==> src/rtl/alu_result_buf.sv <==
// Result buffer behind the 16-bit adder: captures C plus Z/N/V/CY flags into a small
// FIFO with valid/ready toward write-back, and keeps a sticky overflow bit.
module alu_result_buf #(
    parameter int WIDTH = 16,
    parameter int DEPTH = 2,
    parameter int CNTW  = 2
) (
    input  logic             clk,
    input  logic             rst_n,
    input  logic             in_valid,
    output logic             in_ready,
    input  logic [WIDTH-1:0] in_c,
    input  logic             in_vout,
    input  logic             in_cout,
    input  logic             in_coe,
    output logic             out_valid,
    input  logic             out_ready,
    output logic [WIDTH-1:0] out_c,
    output logic             out_z,
    output logic             out_n,
    output logic             out_v,
    output logic             out_cy,
    output logic             sticky_v,
    input  logic             clr_sticky,
    output logic [CNTW-1:0]  count
);

    localparam int PW = (DEPTH > 1) ? $clog2(DEPTH) : 1;

    typedef struct packed {
        logic [WIDTH-1:0] c;
        logic             z;
        logic             n;
        logic             v;
        logic             cy;
    } entry_t;

    entry_t          r_mem [DEPTH];
    logic [PW-1:0]   r_wr;
    logic [PW-1:0]   r_rd;
    logic [CNTW-1:0] r_count;
    logic            r_sticky;
    logic            r_cy_hold;

    logic            w_push;
    logic            w_pop;
    logic            w_cy;
    entry_t          w_new;
    entry_t          w_head;

    // in_ready depends only on registered count, so a pop never frees a slot same-cycle
    assign in_ready  = (r_count < CNTW'(DEPTH));
    assign out_valid = (r_count != '0);
    assign w_push    = in_valid & in_ready;
    assign w_pop     = out_valid & out_ready;

    // in_coe gates in_cout so an undriven carry never reaches storage
    assign w_cy      = in_coe ? r_cy_hold : in_cout;

    always_comb begin
        w_new    = '0;
        w_new.c  = in_c;
        w_new.z  = (in_c == '0);
        w_new.n  = in_c[WIDTH-1];
        w_new.v  = in_vout;
        w_new.cy = w_cy;
    end

    always_ff @(posedge clk) begin
        if (w_push) r_mem[r_wr] <= w_new;
    end

    always_ff @(posedge clk or negedge rst_n) begin
        if (!rst_n) begin
            r_wr      <= '0;
            r_rd      <= '0;
            r_count   <= '0;
            r_sticky  <= 1'b0;
            r_cy_hold <= 1'b0;
        end else begin
            if (w_push) begin
                r_wr <= (r_wr == PW'(DEPTH-1)) ? '0 : r_wr + 1'b1;
                if (!in_coe) r_cy_hold <= in_cout;
            end
            if (w_pop)
                r_rd <= (r_rd == PW'(DEPTH-1)) ? '0 : r_rd + 1'b1;
            case ({w_push, w_pop})
                2'b10:   r_count <= r_count + 1'b1;
                2'b01:   r_count <= r_count - 1'b1;
                default: r_count <= r_count;
            endcase
            if (w_push && in_vout) r_sticky <= 1'b1;
            else if (clr_sticky)   r_sticky <= 1'b0;
        end
    end

    // Stale storage stays invisible: every head field is zero unless out_valid
    always_comb begin
        w_head = '0;
        if (out_valid) w_head = r_mem[r_rd];
    end

    assign out_c    = w_head.c;
    assign out_z    = w_head.z;
    assign out_n    = w_head.n;
    assign out_v    = w_head.v;
    assign out_cy   = w_head.cy;
    assign sticky_v = r_sticky;
    assign count    = r_count;

endmodule

==> config.mk <==
export PLATFORM = sky130hd
export DESIGN_NAME = alu_result_buf
export DESIGN_NICKNAME = d
export VERILOG_FILES = /design/src/rtl/alu_result_buf.sv
export SDC_FILE = /design/constraint.sdc
export NUM_CORES = 1
export LEC_CHECK = 0
export CAP_MARGIN = 10
export CORE_UTILIZATION = 53
export CTS_BUF_LIST = sky130_fd_sc_hd__clkbuf_4
export CTS_CLUSTER_SIZE = 20
export DETAILED_ROUTE_END_ITERATION = 8
export GPL_ROUTABILITY_DRIVEN = 0
export HOLD_SLACK_MARGIN = 0.12
export PLACE_DENSITY = 0.84
export SYNTH_ARGS = -nofsm -noshare
export SYNTH_HDL_FRONTEND = slang
export SYNTH_SLANG_ARGS = --single-unit
==> constraint.sdc <==
create_clock -name clk -period 5 [get_ports clk]
set_input_delay 1.25 -clock clk [delete_from_list [all_inputs] [get_ports clk]]
set_output_delay 1.25 -clock clk [all_outputs]
set_load 0.005 [all_outputs]
### After elaboration in Yosys (flattened, before gate mapping)

Memory sizes are Yosys's and may differ from the RTL's.
Cells that the tools add are included.

* equality and inequality tests: 2
* reduce and logical (&&, ||, !) cells: 5
* order comparisons: 1
* muxes and demuxes: 9
* bitwise logic cells: 2
* add/subtract/negate cells: 4

Operators by type and width (count)
* two-way mux 20 bit: 1
* logical NOT 16 bit: 1
* two-way mux 1 bit: 7
* nonzero test 2 bit: 3
* case mux 2 bit (2 select lines): 1
* adder 1 bit, second input constant: 2
* adder 2 x 1 -> 2 bit, second input constant: 1
* AND 1 bit: 2
* == test 2 x 1 -> 1 bit, second input constant: 1
* == test 2 bit, second input constant: 1
* less-than comparator 2 bit, second input constant: 1
* subtractor 2 x 1 -> 2 bit, second input constant: 1
* logical AND 1 bit: 1

* bits in registers: 6
* memories kept: 1
* bits in writable memories: 40
* logic and storage cells: 29

Memories
* r_mem: words 2, width 20, read ports 1, clocked after Yosys merged registers in 0, wr ports 1, line 38 `entry_t r_mem [DEPTH];`

### Longest topological paths before layout

Gate-level depths: netlist of run 1.

* word-level depth: 4
* mapped depth: 6
* mapped depth without buffers: 6

### Worst setup path after synthesis of run 1

Ideal clock, no wire load.

* kind: input-to-reg
* start point: input in_valid
* end point: memory r_mem[0][0] (netlist name), enable pin
* buffers on the path: 0
* arrival time: 2162 ps
* stages: 2
* path slack: 2444 ps
* required time: 4605 ps
* cells stage by stage: nand2_2 nor2_1

* word-level cells in the longest chain between the ends: 3

Ends and longest elaborated chain
* from (decl): line 10 `input logic in_valid,`
* AND 1 bit: line 54 `assign w_push = in_valid & in_ready;`
* two-way mux 1 bit: line 70 `if (w_push) r_mem[r_wr] <= w_new;`
* two-way mux 1 bit (implied by the code): line 70
* to (decl): line 38

No other way between the ends.

### Final worst setup path of run 1

* start point: register r_rd
* end point: output out_c[15]

* word-level cells in the longest chain between the ends: 2

Ends and longest elaborated chain
* from (decl): line 40 `logic [PW-1:0] r_rd;`
* from (signal assigned): line 86 `r_rd <= (r_rd == PW'(DEPTH-1)) ? '0 : r_rd + 1'b1;`
* memory (2 x 20 bit)
* two-way mux 20 bit: line 100 `if (out_valid) w_head = r_mem[r_rd];`
* to (decl): line 18 `output logic [WIDTH-1:0] out_c,`

No other way between the ends.

==> results of run 1 <==
==> critical path, cell delays in order, from the launching register on <==
cell	delay (ns)
dfrtp_1	1.05
mux2i_1	0.17
nor2_1	0.16
clkdlybuf4s50_1	0.52
==> cells by family (layout without fill, tap and decap cells) <==
kind of cell    Yosys count  count (layout)  synth area share (%)
compound gates            1               1                 0.569
xor+xnor                  5               5                  2.49
fa+ha+maj                 1               1                 0.711
buf+inv                   8              60                  2.49
flops                    44              44                  73.4
mux                      21              21                  12.5
simple gates             30              30                  7.82
==> where the power goes <==
| group | internal [mW] | switching (mW) |
|---|---|---|
| logic | 0.311 | 0.195 |
| registers | 0.489 | 0.0684 |
| clock network | 0.110 | 0.110 |
| total | 0.910 | 0.373 |
==> path summary, 6_finish.rpt <==
kind / depth (start not counted) / slack [ns] / start / end
worst max-delay path: 3 / 1.50 / r_rd / out_c[15]
worst min-delay path: 1 / 0.52 / r_wr / r_wr
worst max register to register: 6 / 2.96 / count[0] / count[1]
worst min register to register: 1 / 0.52 / r_wr / r_wr
max in group asynchronous: 1 / 3.67 / rst_n / r_rd
min in group asynchronous: 1 / 1.12 / rst_n / r_cy_hold
==> placed cells by master (no fill, tap or decap), types with 2 or more instances in the layout <==
cell type         n
clkbuf_4          6
clkdlybuf4s50_1  48
dfrtp_1           6
edfxtp_1         38
inv_1             3
mux2_4            2
mux2i_1          19
nor2_1           21
nor4_1            4
xnor2_1           4
==> flip-flops by register name, summed over array words and instances (netlist names) <==
name and cells:
count 2, r_cy_hold 1, r_mem 38, r_rd 1, r_wr 1, sticky_v 1
==> cell type report <==
type / instances / area, um^2
sequential: 44 / 1290
fill: 223 / 751
timing repair buffer: 49 / 488
multi-input combinational: 58 / 427
tap: 44 / 55.1
clock buffer: 6 / 45.0
clock inverter: 2 / 35.0
inverter: 3 / 11.3
==> metal layers <==
layer | routed length, um | vias up
met5 | 0 | -
met4 | 68 | 0
met3 | 189 | 6
met2 | 1740 | 35
met1 | 1310 | 504
li1 | - | 503
==> metrics by stage <==
step                      worst slack (ns)  util [%]
after CTS                             1.45      75.8
after global placement                1.90      73.2
after floorplan                       2.44         -
final                                 1.50      75.8
after detailed placement              1.86      73.2
after global routing                  1.32      75.8
==> impl_metrics.ini, run 1 <==
[status]
status = completed

[yosys]
synthFlopType = edfxtp_1
ys_seq_elements = 44
synthesis.area_um2 = 1760
synthTopCellsByArea = edfxtp_1 (65%), mux2i_1 (11%), dfrtp_1 (8.5%), nor2_1 (4.7%), xnor2_1 (2.0%)
synth_sequential_area_ratio_pct = 73.4
syn_area_per_cell_um2 = 16.0
yosysWarnings = 0
syn-num-nets = 135
synth_edf_count = 38
yosysTopAreaCell = edfxtp_1
yosysMostFrequentCell = edfxtp_1
yosysUniqueCellTypes = 17
syn_inst = 110
yosys-top-cells-count = edfxtp_1 (38), nor2_1 (22), mux2i_1 (19)
synth_top_area_share_pct = 64.9
async_reset_ff_share_pct = 13.6

[floorplanning]
die-area_um2 = 3550
start_util_pct = 56.7
pin_count = 49
die_y_um = 59.6
rows = 20
dieWidth_um = 59.6
fp.coreArea_um2 = 3100

[routing]
viasPerCell = 5.09
drt_wl_total_um = 3300
drcViolationCount = 0
wl_per_cell_um = 16.0
vias = 1048
first_pass_iters = 4
drt-initial-drc-count = 48
ant_nets = 0

[pwr]
worst_ir_drop_vdd_uv = 348
pwr_density_cell_nw_per_um2 = 546
finalPower_mw = 1.28
leakage_nw = 0.886

[critical_path]
worstSetupStartpointType = flop
crit_arrival_ns = 2.25
crit_fanout = 20
end_kind = output port
crit_required_ns = 3.75
critPathKind = reg -> out

[global_route]
grt_pass1_vias = 1044
grt_use_met3_pct = 6.33
grt_pass1_wl_um = 5000
use_met1_pct = 25.9
grtUsageMet2_pct = 33.5
antenna_found_initial = 0
busiest_layer = met2
overflow = 0
grt_usage_pct = 20.8
grt_max_degree = 21

[timing]
slew_viol_final = 0
timing.fmax_mhz = 285
report.final.setup_viol = 0
tightest_slew_ns = 1.04
setup_tns_ns = 0
final.setup_skew_ns = 0.00605
rsz0062_at_grt = no
finalHoldViolCount = 0
fin_crit_ns = 3.50
slew_headroom_pct = 30.8
fin_crit_sh_pct = 70.1
whs_ns = 0.524

[clocking]
clk-insertion-delay-late_ns = 0.35
cts.sinks = 44
path_clk_slew_ns = 0.12
numCtsBuffers = 5
cts_tree = built
htreeDepth = 2
cts_resized = 0
cts_hold_repair.buffers = 0
post-cts-setup-buffer-count = 0
clk_path_buf_depth = 2
cts-root-buf = clkbuf_4

[cells_and_area]
area_growth_pct = 33.7
nets = 186
design_area_um2 = 2350
n_antenna_cell = 0
finalNonFillerCells = 206
layout-drive-gt1-share_pct = 8.64

[flow_run]
max_cap_violations = 0

[min_path]
hold_path_class = reg -> reg

[placement]
dpl-instance-area_um2 = 2270
portBuffers = 48
hpwl_um = 2350
dpl.cell_count = 198
Power figures use the tool's default switching activity.
==> run 2, diff against run 1 <==
- CORE_UTILIZATION: 53 -> 44
- PLACE_DENSITY: 0.84 -> 0.74
- clock period: 5 -> 2.97 ns (I/O delays scaled with it)
==> run 2 against run 1 <==
- routed wire length decreased by 8.3%
- first-iteration DRC count decreased by 33%
- worst hold slack got worse by 0.015 ns
- register-to-register slack got worse by 1.5 ns
- sequential share of layout area decreased by 0.32 points
- critical path depth increased by 1
- flip-flop and latch count unchanged
- count of clock-buffer cells in the layout increased by 1
==> impl_metrics.ini, run 2 (synthesized netlist as in run 1, its figures left out) <==
[status]
status = completed

[critical_path]
rrSetupSlack_ns = 1.44
crit_arrival_ns = 1.79
end_kind = output port
reg2reg_depth = 6
r2r-end = count[1]
reg2reg_from = count[0]
worstSetupStartpointType = flop
critPathKind = reg -> out
crit_fanout = 16
crit_required_ns = 2.23

[floorplanning]
die_y_um = 65.2
dieWidth_um = 65.2
rows = 22
start_util_pct = 47.0
die-area_um2 = 4250
fp.coreArea_um2 = 3740
pin_count = 49

[placement]
dp_slack_ns = 0.795
dpl.cell_count = 205
portBuffers = 48
hpwl_um = 2190

[min_path]
hold_start = r_wr
hold_path_class = reg -> reg
min_path_cells = 1
min_to = r_wr

[clocking]
post-cts-setup-buffer-count = 0
cts.sinks = 44
cts_resized = 0
cts-root-buf = clkbuf_4
numCtsBuffers = 5
clk-insertion-delay-late_ns = 0.34
path_clk_slew_ns = 0.10
cts_hold_repair.buffers = 0
htreeDepth = 2
cts_tree = built
clk_path_buf_depth = 2

[global_route]
grt_pass1_wl_um = 4920
overflow = 0
grt_max_degree = 22
grt_pass1_vias = 1063
antenna_found_initial = 0
grt_usage_pct = 16.3

[routing]
drt_wl_total_um = 3030
vias = 1054
first_pass_iters = 4
drt-initial-drc-count = 32
ant_nets = 0
wl_per_cell_um = 14.2
drcViolationCount = 0
viasPerCell = 4.95

[cells_and_area]
n_antenna_cell = 0
final_common_cell = clkdlybuf4s50_1
layout_common_cells = clkdlybuf4s50_1 (48), edfxtp_1 (38), nor2_1 (22)
largest_register = r_mem
layout-drive-gt1-share_pct = 9.09
nets = 189
finalNonFillerCells = 213
area_growth_pct = 34.5
finish.utilization_pct = 63.2
ff_latch_area_um2 = 1290
largest_reg_flops = 38
multiInputGateArea_um2 = 424
fillerInstances = 299

[timing]
final.setup_skew_ns = 0.00791
setup_slack_ns = 0.437
whs_ns = 0.509
fin_crit_sh_pct = 85.3
fin_crit_ns = 2.53
rsz0062_at_grt = no
slew_viol_final = 0
slew_headroom_pct = 76.4
report.final.setup_viol = 0
timing.fmax_mhz = 395
tightest_slew_ns = 0.351
setup_tns_ns = 0
finalHoldViolCount = 0

[pwr]
leakage_nw = 0.894
pwr_density_cell_nw_per_um2 = 882
worst_ir_drop_vdd_uv = 493

[flow_run]
max_cap_violations = 0
[run 2: changes by cell type in the layout (fill, tap and decap cells not counted), sizes merged]
cell	previous run	this run
buf	1	4
bufinv	1	0
clkbuf	6	7
[run 2: worst max path at each step]
stage | to | slack [ns] | from
floorplan | r_mem[0][0] | 0.92 | in_valid
finish | out_n | 0.44 | r_rd
global placement | out_cy | 0.81 | r_rd
CTS | out_c[15] | 0.40 | r_rd
detailed placement | out_c[15] | 0.79 | r_rd
global route | out_c[15] | 0.28 | r_rd
[run 2: per-layer routing]
layer / track usage, % / vias up / wire, um
met2: 27.6 / 32 / 1610
met3: 3.13 / 10 / 119
met4: 11.4 / 0 / 106
met5: 0 / - / 0
met1: 18.3 / 506 / 1190
li1: - / 506 / -
[run 2: critical path, cell delays in order, from the launching register on]
cell and delay (ns):
dfrtp_1 0.48, buf_12 0.20, mux2i_1 0.13, nor2_1 0.12, clkdlybuf4s50_1 0.51
[run 2: area by class of cell]
| class | count | area share [%] |
|---|---|---|
| Tap cell | 48 | 2.54 |
| Sequential cell | 44 | 54.6 |
| Inverter | 3 | 0.476 |
| Clock inverter | 1 | 0.159 |
| Multi-Input combinational cell | 58 | 17.9 |
| Timing Repair Buffer | 52 | 22.1 |
| Clock buffer | 7 | 2.22 |
[run 2: power by group]
group	internal (mW)	switching (mW)
clock network	0.109	0.167
registers	0.823	0.0627
logic	0.550	0.375
total	1.48	0.605
[run 2: stage by stage]
stage	power, mW	instance area (um^2)
2_1_floorplan	1.34	1760
3_3_place_gp	1.82	2310
3_5_place_dp	1.84	2310
4_1_cts	2.12	2370
5_1_grt	2.23	2370
6_report	2.09	2370
==> patch 1: new RTL, flow settings as in run 1 <==
Put one more register stage on the output `count`, cleared by the reset. The value now appears one clock later. The other outputs are not delayed to match. Comments in the files are not updated.
--- a/src/rtl/alu_result_buf.sv
+++ b/src/rtl/alu_result_buf.sv
@@ -106,7 +106,13 @@
     assign out_v    = w_head.v;
     assign out_cy   = w_head.cy;
     assign sticky_v = r_sticky;
-    assign count    = r_count;
+    always_ff @(posedge clk or negedge rst_n) begin
+        if (!rst_n) begin
+            count <= '0;
+        end else begin
+            count <= r_count;
+        end
+    end
 
 endmodule
 
Formal check against the unedited RTL: not equivalent (Yosys sat finds a counterexample within 4 cycles, from zero or initial values and one cycle with rst_n low).
==> patch 1 against run 1 <==
Sequential power up 4.8%. Critical endpoint is now out_n. Maximum frequency down 0.53%. Worst setup slack worse by 0.018 ns. Synthesized area up 2.8%. Critical path depth unchanged. Core utilization down 0.092 points. Sequential cell count up 2. Power down 0.84%. Wire length up 0.48%. Final area up 1.5%. Critical path type unchanged. Clock skew down 0.0025 ns. Combinational power up 1%.
==> patch 1: results (changes against run 1) <==
- Register area share after synthesis: 74.1% (was 73.4%)
- Max VDD drop: 0.000351 V (was 0.000348 V)
- Int Pwr: 0.899 mW (was 0.910 mW)
- Synth area leaders: edfxtp_1, dfrtp_1, mux2i_1 (was edfxtp_1, mux2i_1, dfrtp_1)
- Clock network fraction of total power: 14.0% (was 17.2%)
- Grt met1 use: 23.4% (was 25.9%)
- Number of cells on the worst reg-to-reg path: 2 (was 6)
- Mux share of post-synthesis cell area: 12.2% (was 12.5%)
- Skew final: 0.00359 ns (was 0.00605 ns)
- Max Cap Viol: 0 (unchanged)
- Relative slew margins: 27.4% (was 30.8%)
- Layout cells sized above 1: 8.48% (was 8.64%)
- Filler instances: 217 (was 223)
- Fin nets: 189 (was 186)
- Vias in the first global route: 1155 (was 1044)
- HP Start: r_count[1]$_DFFE_PN0P_ (was r_wr$_DFFE_PN0P_)
- Comb pwr: 0.510 mW (was 0.505 mW)
- Compound-gate portion of the synthesized area: 0.553% (was 0.569%)
- Reg-to-Reg Start: r_count[1]$_DFFE_PN0P_ (was count[0]$_DFFE_PN0P_)
- Post-DP Area: 2330 um2 (was 2270 um2)
- Mapped Nets: 137 (was 135)
- Ys async rst share: 17.4% (was 13.6%)
- Leakage: 0.905 nW (was 0.886 nW)
- # placed instances: 201 (was 198)
- Xor/xnor share of the synthesized area: 2.42% (was 2.49%)
- Fmax: 284 MHz (was 285 MHz)
- Top-area cell type share of the netlist area: 63.1% (was 64.9%)
- Met3 wire length: 109 um (was 189 um)
- Global-route wire length before repair: 5.12 mm (was 5.00 mm)
- Avg WL per Cell: 15.9 um (was 16.0 um)
- Reg2Reg Setup Slack: 3.26 ns (was 2.96 ns)
- DR iter-0 viols: 44 (was 48)
- Status: completed (unchanged)
- Tot GR Track Use: 20.0% (was 20.8%)
- Most common library cells after synthesis: edfxtp_1, nor2_1, mux2i_1 (unchanged)
- Critical Path End: out_n (was out_c[15])
- Length of routed met2 wiring: 1.84 mm (was 1.74 mm)
- Fin util: 75.7% (was 75.8%)
- Final HPWL DP: 2.30 mm (was 2.35 mm)
- Critical R2R Capture: r_mem[1][7]$_DFFE_PP_ (was count[1]$_DFFE_PN0P_)
- Met2 Use GR: 34.5% (was 33.5%)
- M3 GR Usage: 4.48% (was 6.33%)
- Met1 WL: 1.32 mm (was 1.31 mm)
- Fraction of the mapped netlist area in adder cells: 0.692% (was 0.711%)
- WL final: 3.32 mm (was 3.30 mm)
- Overall power: 1.27 mW (was 1.28 mW)
- Via density: 5.20 (was 5.09)
==> patch 1: cell types whose count changed after synthesis, sizes merged <==
| cell | change |
|---|---|
| dfrtp | +2 |
==> patch 1: area by class of cell <==
class	count	area share (%)
flip-flops and latches	46	56.2
repair buffers	50	20.8
multi-input cells	58	17.8
clock buffers	8	2.52
well taps	44	2.31
inverters	3	0.472
==> patch 1: how the worst min path moves through the flow <==
stage	slack [ns]	end	depth (start not counted)
detailed placement	0.39	count[1]$_DFF_PN0_	0
CTS	0.42	count[1]$_DFF_PN0_	0
finish	0.42	count[1]$_DFF_PN0_	0
floorplan	0.37	count[1]$_DFF_PN0_	0
global route	0.43	count[1]$_DFF_PN0_	0
global placement	0.38	count[1]$_DFF_PN0_	0
==> patch 1: critical path: stages, from the launching register on <==
cell and delay (ns):
dfrtp_1 1.08, mux2i_1 0.18, nor2_1 0.15, clkdlybuf4s50_1 0.52
==> patch 2: new RTL, flow settings as in run 1 <==
Made on the original files. The parameter `WIDTH` goes from 16 to 32.
--- a/src/rtl/alu_result_buf.sv
+++ b/src/rtl/alu_result_buf.sv
@@ -1,7 +1,7 @@
 // Result buffer behind the 16-bit adder: captures C plus Z/N/V/CY flags into a small
 // FIFO with valid/ready toward write-back, and keeps a sticky overflow bit.
 module alu_result_buf #(
-    parameter int WIDTH = 16,
+    parameter int WIDTH = 32,
     parameter int DEPTH = 2,
     parameter int CNTW  = 2
 ) (
Interface: changed (resized in_c and out_c); port bits go from 49 to 81. No check against the original RTL was run, so the function may have changed too.
==> patch 2 against run 1 <==
Sequential power rose by 71%. Sequential cell count rose by 32. Wire length rose by 69%. Combinational power rose by 61%. Final area rose by 69%. Power rose by 66%. Worst setup slack got worse by 0.12 ns. Critical path depth did not move. Synthesized area rose by 71%. Via count rose by 69%. Largest power group unchanged. Highest routed layer unchanged.
==> patch 2: results (changes against run 1) <==
- Worst path slowest cell: dfrtp_2 (was dfrtp_1)
- Met3 wire length: 182 um (was 189 um)
- Status: completed (unchanged)
- Nonclk buf count: 80 (was 49)
- Hold_ws: 0.506 ns (was 0.524 ns)
- Pre-CTS WS: 1.79 ns (was 1.86 ns)
- Comb pwr: 0.812 mW (was 0.505 mW)
- Synth area leaders: edfxtp_1, mux2i_1, dfrtp_1 (unchanged)
- Avg WL per Cell: 16.3 um (was 16.0 um)
- Max reg flops: 70 (was 38)
- Post-DP Area: 3850 um2 (was 2270 um2)
- M3 GR Usage: 4.71% (was 6.33%)
- Skew final: 0.0102 ns (was 0.00605 ns)
- Clock buf/inv share: 3.39% (was 3.40%)
- Input/output buffers: 80 (was 48)
- Slew @ Worst Pin: 1.04 ns (about the same)
- Most common library cells after synthesis: edfxtp_1, nor2_1, mux2i_1 (unchanged)
- Syn Inst Count: 183 (was 110)
- CTS H-tree lvls: 3 (was 2)
- EDFF count, synth: 70 (was 38)
- Crit Path Max Fanout: 36 (was 20)
- Met2 Use GR: 35.6% (was 33.5%)
- # Taps: 72 (was 44)
- Mapped Nets: 224 (was 135)
- Clock network fraction of total power: 16.9% (was 17.2%)
- Grt met1 use: 24.3% (was 25.9%)
## patch 2: cell count changes in the layout (fill, tap and decap cells not counted), moves of 3 or more
cell / delta
clkdlybuf4s50_1: +32
nor2_1: +16
mux2i_1: +16
edfxtp_1: +32
nor4_1: +4
clkbuf_4: +3
clkinvlp_4: +3
## patch 2: cells by family (layout without fill, tap and decap cells)
logic type	count (synthesis)	in the layout	synth area share (%)
multiplexers	37	37	12.4
AND/OR/NAND/NOR	52	52	8.07
flip-flops	76	76	74.8
buffers and inverters	11	99	2.49
AO/OA/AOI/OAI	1	1	0.333
XOR/XNOR	5	5	1.46
adder cells (fa/ha/maj)	1	1	0.416
## patch 2: how the worst max path moves through the flow
stage	endpoint	slack, ns	depth (start not counted)
2_1_floorplan	r_mem[0][0]$_DFFE_PP_	1.78	2
3_3_place_gp	out_z	1.82	3
3_5_place_dp	out_c[22]	1.79	3
4_1_cts	out_c[22]	1.33	3
5_1_grt	out_c[22]	1.21	3
6_report	out_c[22]	1.38	3
